## src/rtl/multicore_programmer_pkg.sv

```systemverilog
// Shared definitions for the multicore core programmer: command codes,
// sequencer states and a sizing helper for the core-index register.
package programmer_pkg;

    localparam logic [3:0] CMD_ROM_CLR   = 4'h1;
    localparam logic [3:0] CMD_ROM_INC   = 4'h2;
    localparam logic [3:0] CMD_ROM_DEC   = 4'h3;
    localparam logic [3:0] CMD_ROM_LOAD  = 4'h4;
    localparam logic [3:0] CMD_CORE_CLR  = 4'h5;
    localparam logic [3:0] CMD_CORE_INC  = 4'h6;
    localparam logic [3:0] CMD_CORE_DEC  = 4'h7;
    localparam logic [3:0] CMD_BCAST_ON  = 4'h8;
    localparam logic [3:0] CMD_BCAST_OFF = 4'h9;

    typedef enum logic [1:0] {
        ST_IDLE  = 2'd0,
        ST_CMD   = 2'd1,
        ST_WRITE = 2'd2
    } prog_state_t;

    // A single core still needs a one-bit index register.
    function automatic int core_idx_width(input int n);
        return (n > 1) ? $clog2(n) : 1;
    endfunction

endpackage

```

## src/rtl/multicore_programmer_if.sv

```systemverilog
// Programming-port and core-side bus of the multicore programmer.
// master = external programming header side, slave = programmer.
interface multicore_programmer_if #(
    parameter int NumberOfCores = 2,
    parameter int RomAddrWidth  = 4,
    parameter int DataWidth     = 8
);
    logic                     PROG_MODE;
    logic [DataWidth-1:0]     PROG_DATA;
    logic                     PROG_PCK;
    logic                     PROG_SCK;
    logic [DataWidth-1:0]     PROG_OUT_DATA;
    logic [RomAddrWidth-1:0]  PROG_ROM_ADDR;
    logic                     CPU_RESET;
    logic                     CPU_WE;
    logic [NumberOfCores-1:0] CPU_WE_ADDR;
    logic                     PROG_ERR;

    modport master (
        output PROG_MODE, PROG_DATA, PROG_PCK, PROG_SCK,
        input  PROG_OUT_DATA, PROG_ROM_ADDR, CPU_RESET, CPU_WE, CPU_WE_ADDR, PROG_ERR
    );

    modport slave (
        input  PROG_MODE, PROG_DATA, PROG_PCK, PROG_SCK,
        output PROG_OUT_DATA, PROG_ROM_ADDR, CPU_RESET, CPU_WE, CPU_WE_ADDR, PROG_ERR
    );
endinterface

```

## src/rtl/multicore_programmer_strobe_sync.sv

```systemverilog
// Two-flop synchroniser for an asynchronous strobe level followed by a
// rising-edge detector producing one single-cycle pulse per rising edge.
module prog_strobe_sync (
    input  logic i_clk,
    input  logic i_rst,
    input  logic i_async,
    output logic o_pulse
);
    logic r_meta;
    logic r_sync;
    logic r_prev;

    always_ff @(posedge i_clk) begin
        if (i_rst) begin
            r_meta <= 1'b0;
            r_sync <= 1'b0;
            r_prev <= 1'b0;
        end else begin
            r_meta <= i_async;
            r_sync <= r_meta;
            r_prev <= r_sync;
        end
    end

    assign o_pulse = r_sync & ~r_prev;

endmodule

```

## src/rtl/multicore_programmer.sv

```systemverilog
// Core programmer: turns synchronised command/store strobes into ROM address
// sequencing and single-cycle write-enable pulses towards the PLC cores.
module multicore_programmer
    import programmer_pkg::*;
#(
    parameter int NumberOfCores = 2,
    parameter int RomAddrWidth  = 4,
    parameter int DataWidth     = 8
) (
    input  logic                 CLK,
    input  logic                 RESET,
    multicore_programmer_if.slave bus
);
    localparam int               CoreW    = core_idx_width(NumberOfCores);
    localparam logic [CoreW-1:0] LastCore = CoreW'(NumberOfCores - 1);

    logic                     w_pck;
    logic                     w_sck;
    logic                     w_ev;
    logic                     w_both;
    logic                     w_idle;
    logic                     w_go;
    logic                     w_go_cmd;
    logic [DataWidth-1:0]     w_go_data;
    logic                     w_drop;
    logic                     w_mode_rise;

    prog_state_t              r_state;
    logic                     r_pend_vld;
    logic                     r_pend_cmd;
    logic [DataWidth-1:0]     r_pend_data;
    logic [DataWidth-1:0]     r_cmd_data;
    logic [DataWidth-1:0]     r_out_data;
    logic [RomAddrWidth-1:0]  r_rom_addr;
    logic [CoreW-1:0]         r_core;
    logic                     r_bcast;
    logic                     r_we;
    logic [NumberOfCores-1:0] r_we_addr;
    logic                     r_cpu_reset;
    logic                     r_mode_q;
    logic                     r_err;

    prog_strobe_sync u_pck_sync (
        .i_clk   (CLK),
        .i_rst   (RESET),
        .i_async (bus.PROG_PCK),
        .o_pulse (w_pck)
    );

    prog_strobe_sync u_sck_sync (
        .i_clk   (CLK),
        .i_rst   (RESET),
        .i_async (bus.PROG_SCK),
        .o_pulse (w_sck)
    );

    function automatic logic code_is_valid(input logic [3:0] code);
        return (code >= CMD_ROM_CLR) && (code <= CMD_BCAST_OFF);
    endfunction

    function automatic logic [RomAddrWidth-1:0] rom_step(
        input logic [RomAddrWidth-1:0] addr,
        input logic [DataWidth-1:0]    data
    );
        case (data[3:0])
            CMD_ROM_CLR:  return '0;
            CMD_ROM_INC:  return addr + RomAddrWidth'(1);
            CMD_ROM_DEC:  return addr - RomAddrWidth'(1);
            CMD_ROM_LOAD: return RomAddrWidth'(data >> 4);
            default:      return addr;
        endcase
    endfunction

    // Core index wraps modulo NumberOfCores, which need not be a power of two.
    function automatic logic [CoreW-1:0] core_step(
        input logic [CoreW-1:0] idx,
        input logic [3:0]       code
    );
        case (code)
            CMD_CORE_CLR: return '0;
            CMD_CORE_INC: return (idx == LastCore) ? '0 : idx + CoreW'(1);
            CMD_CORE_DEC: return (idx == '0) ? LastCore : idx - CoreW'(1);
            default:      return idx;
        endcase
    endfunction

    function automatic logic [NumberOfCores-1:0] core_select(
        input logic [CoreW-1:0] idx,
        input logic             bcast
    );
        if (bcast) return '1;
        return NumberOfCores'(1) << idx;
    endfunction

    // Simultaneous PCK and SCK collapse into one command event.
    assign w_ev        = w_pck | w_sck;
    assign w_both      = w_pck & w_sck;
    assign w_idle      = (r_state == ST_IDLE);
    assign w_go        = w_idle & (r_pend_vld | w_ev);
    assign w_go_cmd    = r_pend_vld ? r_pend_cmd  : w_pck;
    assign w_go_data   = r_pend_vld ? r_pend_data : bus.PROG_DATA;
    assign w_drop      = w_ev & ~w_idle & r_pend_vld;
    assign w_mode_rise = bus.PROG_MODE & ~r_mode_q;

    always_ff @(posedge CLK) begin
        if (RESET) begin
            r_state     <= ST_IDLE;
            r_pend_vld  <= 1'b0;
            r_pend_cmd  <= 1'b0;
            r_pend_data <= '0;
            r_cmd_data  <= '0;
            r_out_data  <= '0;
            r_rom_addr  <= '0;
            r_core      <= '0;
            r_bcast     <= 1'b0;
            r_we        <= 1'b0;
            r_we_addr   <= '0;
            r_cpu_reset <= 1'b1;
            r_mode_q    <= 1'b0;
            r_err       <= 1'b0;
        end else begin
            r_cpu_reset <= bus.PROG_MODE;
            r_mode_q    <= bus.PROG_MODE;
            r_we        <= 1'b0;
            r_we_addr   <= '0;

            if (!bus.PROG_MODE) begin
                r_state    <= ST_IDLE;
                r_pend_vld <= 1'b0;
            end else begin
                // In IDLE a waiting event is consumed, so a new one may take its place.
                if (w_idle) begin
                    r_pend_vld <= r_pend_vld & w_ev;
                end else if (w_ev && !r_pend_vld) begin
                    r_pend_vld <= 1'b1;
                end
                if (w_ev && !w_drop) begin
                    r_pend_cmd  <= w_pck;
                    r_pend_data <= bus.PROG_DATA;
                end

                case (r_state)
                    ST_IDLE: begin
                        if (w_go) begin
                            if (w_go_cmd) begin
                                r_cmd_data <= w_go_data;
                                r_state    <= ST_CMD;
                            end else begin
                                r_out_data <= w_go_data;
                                r_we       <= 1'b1;
                                r_we_addr  <= core_select(r_core, r_bcast);
                                r_state    <= ST_WRITE;
                            end
                        end
                    end
                    ST_CMD: begin
                        r_rom_addr <= rom_step(r_rom_addr, r_cmd_data);
                        r_core     <= core_step(r_core, r_cmd_data[3:0]);
                        if (r_cmd_data[3:0] == CMD_BCAST_ON) begin
                            r_bcast <= 1'b1;
                        end else if (r_cmd_data[3:0] == CMD_BCAST_OFF) begin
                            r_bcast <= 1'b0;
                        end
                        r_state <= ST_IDLE;
                    end
                    ST_WRITE: begin
                        r_rom_addr <= r_rom_addr + RomAddrWidth'(1);
                        r_state    <= ST_IDLE;
                    end
                    default: r_state <= ST_IDLE;
                endcase
            end

            if (bus.PROG_MODE &&
                (w_both || w_drop || (r_state == ST_CMD && !code_is_valid(r_cmd_data[3:0])))) begin
                r_err <= 1'b1;
            end else if (w_mode_rise) begin
                r_err <= 1'b0;
            end
        end
    end

    // Write enable is gated so no core is written in a cycle with PROG_MODE low.
    assign bus.CPU_WE        = r_we & bus.PROG_MODE;
    assign bus.CPU_WE_ADDR   = r_we_addr & {NumberOfCores{bus.PROG_MODE}};
    assign bus.PROG_OUT_DATA = r_out_data;
    assign bus.PROG_ROM_ADDR = r_rom_addr;
    assign bus.CPU_RESET     = r_cpu_reset;
    assign bus.PROG_ERR      = r_err;

endmodule

```

## src/flat_wrapper.sv

```systemverilog
// flat-port wrapper written by rule: the top's interface ports become plain ports
module multicore_programmer_flat import programmer_pkg::*;
#(
    parameter int NumberOfCores = 2,
    parameter int RomAddrWidth  = 4,
    parameter int DataWidth     = 8
)
  (CLK, RESET, bus_PROG_MODE, bus_PROG_DATA, bus_PROG_PCK, bus_PROG_SCK, bus_PROG_OUT_DATA, bus_PROG_ROM_ADDR, bus_CPU_RESET, bus_CPU_WE, bus_CPU_WE_ADDR, bus_PROG_ERR);
  multicore_programmer_if #(.NumberOfCores(NumberOfCores), .RomAddrWidth(RomAddrWidth), .DataWidth(DataWidth)) bus_i ();
  input  logic CLK;
  input  logic RESET;
  input wire logic [$bits(bus_i.PROG_MODE)-1:0] bus_PROG_MODE;
  input wire logic [$bits(bus_i.PROG_DATA)-1:0] bus_PROG_DATA;
  input wire logic [$bits(bus_i.PROG_PCK)-1:0] bus_PROG_PCK;
  input wire logic [$bits(bus_i.PROG_SCK)-1:0] bus_PROG_SCK;
  output wire logic [$bits(bus_i.PROG_OUT_DATA)-1:0] bus_PROG_OUT_DATA;
  output wire logic [$bits(bus_i.PROG_ROM_ADDR)-1:0] bus_PROG_ROM_ADDR;
  output wire logic [$bits(bus_i.CPU_RESET)-1:0] bus_CPU_RESET;
  output wire logic [$bits(bus_i.CPU_WE)-1:0] bus_CPU_WE;
  output wire logic [$bits(bus_i.CPU_WE_ADDR)-1:0] bus_CPU_WE_ADDR;
  output wire logic [$bits(bus_i.PROG_ERR)-1:0] bus_PROG_ERR;
  assign bus_i.PROG_MODE = bus_PROG_MODE;
  assign bus_i.PROG_DATA = bus_PROG_DATA;
  assign bus_i.PROG_PCK = bus_PROG_PCK;
  assign bus_i.PROG_SCK = bus_PROG_SCK;
  assign bus_PROG_OUT_DATA = bus_i.PROG_OUT_DATA;
  assign bus_PROG_ROM_ADDR = bus_i.PROG_ROM_ADDR;
  assign bus_CPU_RESET = bus_i.CPU_RESET;
  assign bus_CPU_WE = bus_i.CPU_WE;
  assign bus_CPU_WE_ADDR = bus_i.CPU_WE_ADDR;
  assign bus_PROG_ERR = bus_i.PROG_ERR;
  multicore_programmer #(.NumberOfCores(NumberOfCores), .RomAddrWidth(RomAddrWidth), .DataWidth(DataWidth)) u_core (.CLK(CLK), .RESET(RESET), .bus(bus_i));
endmodule
```

## config.mk

```make
export PLATFORM = sky130hd
export DESIGN_NAME = multicore_programmer_flat
export DESIGN_NICKNAME = d
export VERILOG_FILES = /design/src/rtl/multicore_programmer_pkg.sv /design/src/rtl/multicore_programmer_if.sv /design/src/rtl/multicore_programmer_strobe_sync.sv /design/src/rtl/multicore_programmer.sv /design/src/flat_wrapper.sv
export SDC_FILE = /design/constraint.sdc
export NUM_CORES = 1
export LEC_CHECK = 0
export BUFFER_PORTS_ARGS = -buffer_cell sky130_fd_sc_hd__clkbuf_2
export CORE_UTILIZATION = 32
export DETAILED_ROUTE_END_ITERATION = 7
export GPL_ROUTABILITY_DRIVEN = 0
export PLACE_DENSITY = 0.6
export SLEW_MARGIN = 20
export SYNTH_ARGS = -nofsm -noshare
export SYNTH_HDL_FRONTEND = slang
export SYNTH_SLANG_ARGS = --single-unit
```

## constraint.sdc

```tcl
create_clock -name CLK -period 1.7 [get_ports CLK]
set_clock_uncertainty 0.2 [all_clocks]
set_input_delay 0.17 -clock CLK [delete_from_list [all_inputs] [get_ports CLK]]
set_output_delay 0.17 -clock CLK [all_outputs]
set_load 0.01 [all_outputs]
```

==> results.json <==
{
  "place_area_um2": 2400,
  "fin_nets": 284,
  "drc": 0,
  "yosys.area_share.simple_pct": 20.7,
  "first_pass_iters": 4,
  "num_io_pins": 30,
  "finalHoldViolations": 0,
  "critical-path-top-delay-family": "simple AND/OR/NAND/NOR gates",
  "grt.total_usage_pct": 13.6,
  "r2r_slack_ns": -0.06,
  "grt_first_pass_wirelength_mm": 7.67,
  "synthMuxAreaShare_pct": 17.1,
  "hpwl_mm": 3.14,
  "crit_chain": "buf_6 > or4b_4 > o21ai_2 > mux2i_1 > o221ai_1 > a21oi_1",
  "clkLatencyLatePin_ns": 0.31,
  "n_fill_cell": 631,
  "hold_end": "u_core.r_mode_q",
  "syn2layout_area_growth_pct": 29.0,
  "drive_gt1_share_pct": 30.4,
  "synth_xor_area_share_pct": 1.19,
  "fin_tns_setup_ns": -0.0711,
  "detail_route.iter0.violations": 46,
  "antenna_found_initial": 0,
  "slew_violations": 0,
  "critical-path-max-stage-delay_ns": 0.47,
  "maxSlewHeadroom_pct": 65.1,
  "crit_type": "reg2reg",
  "final-seq-area_um2": 928,
  "initial_core_util_pct": 33.2,
  "synth_top_family_by_area": "simple AND/OR/NAND/NOR gates",
  "tightest_slew_ns": 0.524,
  "routed_wl_mm": 4.50,
  "synth_adder_area_share_pct": 1.66,
  "power_density_nw_per_um2": 727,
  "yosysTopAreaCell": "dfxtp_1",
  "cts_buffer_depth": 2,
  "wl_per_cell_um": 13.0,
  "min_from": "bus_PROG_MODE",
  "cts-buffers-inserted": 5,
  "multi_input_area_um2": 1150,
  "die_x_um": 83.2,
  "syn-num-nets": 231,
  "cp_max_fo": 3,
  "num_antenna_cells": 0,
  "cts_sinks": 46,
  "synth_compound_area_share_pct": 10.0,
  "async_flop_share_pct": 0,
  "setup_ws_ns": -0.0634,
  "violations": "setup timing",
  "synth_top_area_share_pct": 43.7,
  "die-height_um": 83.2,
  "die_area_um2": 6920,
  "fmaxAchievable_mhz": 567,
  "crit_path_start": "u_core.bus.PROG_ROM_ADDR[1]",
  "yosysSeqAreaShare_pct": 43.7,
  "cp.required_ns": 1.73,
  "grt_max_degree": 25,
  "start_kind": "register",
  "yosys-top-cells-area": "dfxtp_1, mux2i_1, nor2_1",
  "design_area_um2": 2720,
  "holdPathStages": 3,
  "clkTransAtPathRegs_ns": 0.08,
  "p_leak_uw": 0.00117,
  "grt_remaining_overflow": 0,
  "ys.flop_type": "dfxtp_1",
  "crit_path_end_kind": "register",
  "critPathSlowestCell": "or4b_4",
  "ys_warn_count": 0,
  "synth_cell_type_count": 49,
  "rows": 29,
  "cp.arrival_ns": 1.79,
  "routed_via_density": 4.86,
  "syn-cell-area_um2": 2110,
  "num_vias": 1686,
  "wl_met2_mm": 2.08,
  "hold_class": "in2reg",
  "rsz0062_at_grt": "true",
  "maxCapViolCount": 0,
  "fin_util_pct": 42.8,
  "wl_met3_um": 161,
  "cts_root_buf": "clkbuf_8",
  "critPathBufInv": 1,
  "synth.avg_cell_area_um2": 9.76,
  "cts_tree": "done",
  "htree_levels": 2,
  "topRoutingLayerUsed": "met4",
  "period_share_pct": 104,
  "setup_viol": 2,
  "outcome": "complete, but fails checks",
  "port_buffers": 29,
  "ant_nets": 0,
  "synth-edff-count": 0,
  "r2r_end": "u_core.bus.PROG_ROM_ADDR[3]",
  "rr_startpoint": "u_core.bus.PROG_ROM_ADDR[1]",
  "ys_ff_latch": 46,
  "drt-met1-wl_mm": 2.18,
  "layout_min_cycle_time_ns": 1.76,
  "core-area_um2": 6350,
  "max-vdd-ir-drop_uv": 381,
  "ff2ff_path_depth": 6,
  "grt_pass1_vias": 1691,
  "synthCells": 216
}
==> cells in the mapped netlist, drive strengths merged (2+ instances only) <==
library cell and n:
dfxtp 46, nor2 33, mux2i 27, nor2b 10
buf 9, mux2 8, nand2 8, o21ai 8
inv 6, nand2b 6, clkbuf 5, nand3 5
nor3 5, a21oi 4, and2 4, a32oi 3
a211oi 2, a32o 2, ha 2, o21a 2
==> placed cells by master (no fill, tap or decap), drive strengths merged, types with 3 or more instances in the layout <==
cell	count
dlygate4sd3	11
dfxtp	46
nor2	33
and2	4
mux2	8
nor2b	10
buf	20
nor3	5
clkbuf	35
a21oi	4
nand3	5
a32oi	3
mux2i	27
nand2	8
nand2b	6
inv	6
o21ai	8
==> registers in the layout, indices dropped and copies added (netlist names), 2 cells and up <==
name	flops
u_core.bus.PROG_OUT_DATA	8
u_core.bus.PROG_ROM_ADDR	4
u_core.r_pend_data	8
u_core.r_we_addr	2
u_core.r_state	2
u_core.r_cmd_data	8
==> routing by layer <==
metal | up-vias | GRT usage, %
li1 | 854 | -
met2 | 27 | 23.1
met1 | 798 | 16.3
met3 | 7 | 3.58
met5 | - | 0
met4 | 0 | 5.64
==> where the power goes <==
part | internal [uW] | switching, uW
sequential | 1100 | 17.0
clock | 291 | 377
combinational | 97.1 | 92.8
==> worst reg2reg max path, stage by stage, from the launching register on <==
cell	delay [ns]
dfxtp_2	0.34
buf_6	0.11
or4b_4	0.47
o21ai_2	0.08
mux2i_1	0.19
o221ai_1	0.13
a21oi_1	0.16
==> metrics by stage <==
step / total power (uW) / std cells / setup WS [ns] / hold slack (ns)
finish: 1980 / 347 / -0.0634 / 0.0185
global route: 2050 / 347 / -0.159 / 0.0390
CTS: 2000 / 345 / -0.0529 / 0.0106
detailed placement: 1300 / 324 / -0.110 / 0.186
global placement: 1300 / 324 / -0.0121 / 0.181
floorplan: 1250 / 216 / 0.0150 / 0.0982
==> worst max path at each step <==
stage	slack, ns	end	depth (start not counted)
3_3_place_gp	-0.01	u_core.bus.PROG_ROM_ADDR[1]	7
3_5_place_dp	-0.11	u_core.bus.PROG_ROM_ADDR[1]	7
4_1_cts	-0.05	u_core.bus.PROG_ROM_ADDR[3]	6
5_1_grt	-0.16	u_core.bus.PROG_ROM_ADDR[3]	6
6_report	-0.06	u_core.bus.PROG_ROM_ADDR[3]	6
2_1_floorplan	0.02	u_core.bus.PROG_ROM_ADDR[1]	7
==> layout make-up <==
class / count / area share [%]
sequential: 46 / 34.1
clock inverter: 2 / 0.506
tap: 77 / 3.54
multi-input combinational: 150 / 42.2
inverter: 6 / 0.828
clock buffer: 6 / 2.67
timing repair buffer: 60 / 16.1
==> timing repair <==
action	CTS	global route
setup buffers	2	2
endpoints found under the setup margin	3	20
endpoints found under the hold margin	12	0
pin swaps	8	11
gates resized for setup	5	14
hold buffers	11	0
==> kinds of logic after synthesis <==
logic type | Yosys count
compound gates | 29
xor+xnor | 2
fa+ha+maj | 3
buf+inv | 20
flops | 46
mux | 35
simple gates | 81
Power figures use the tool's default switching activity.
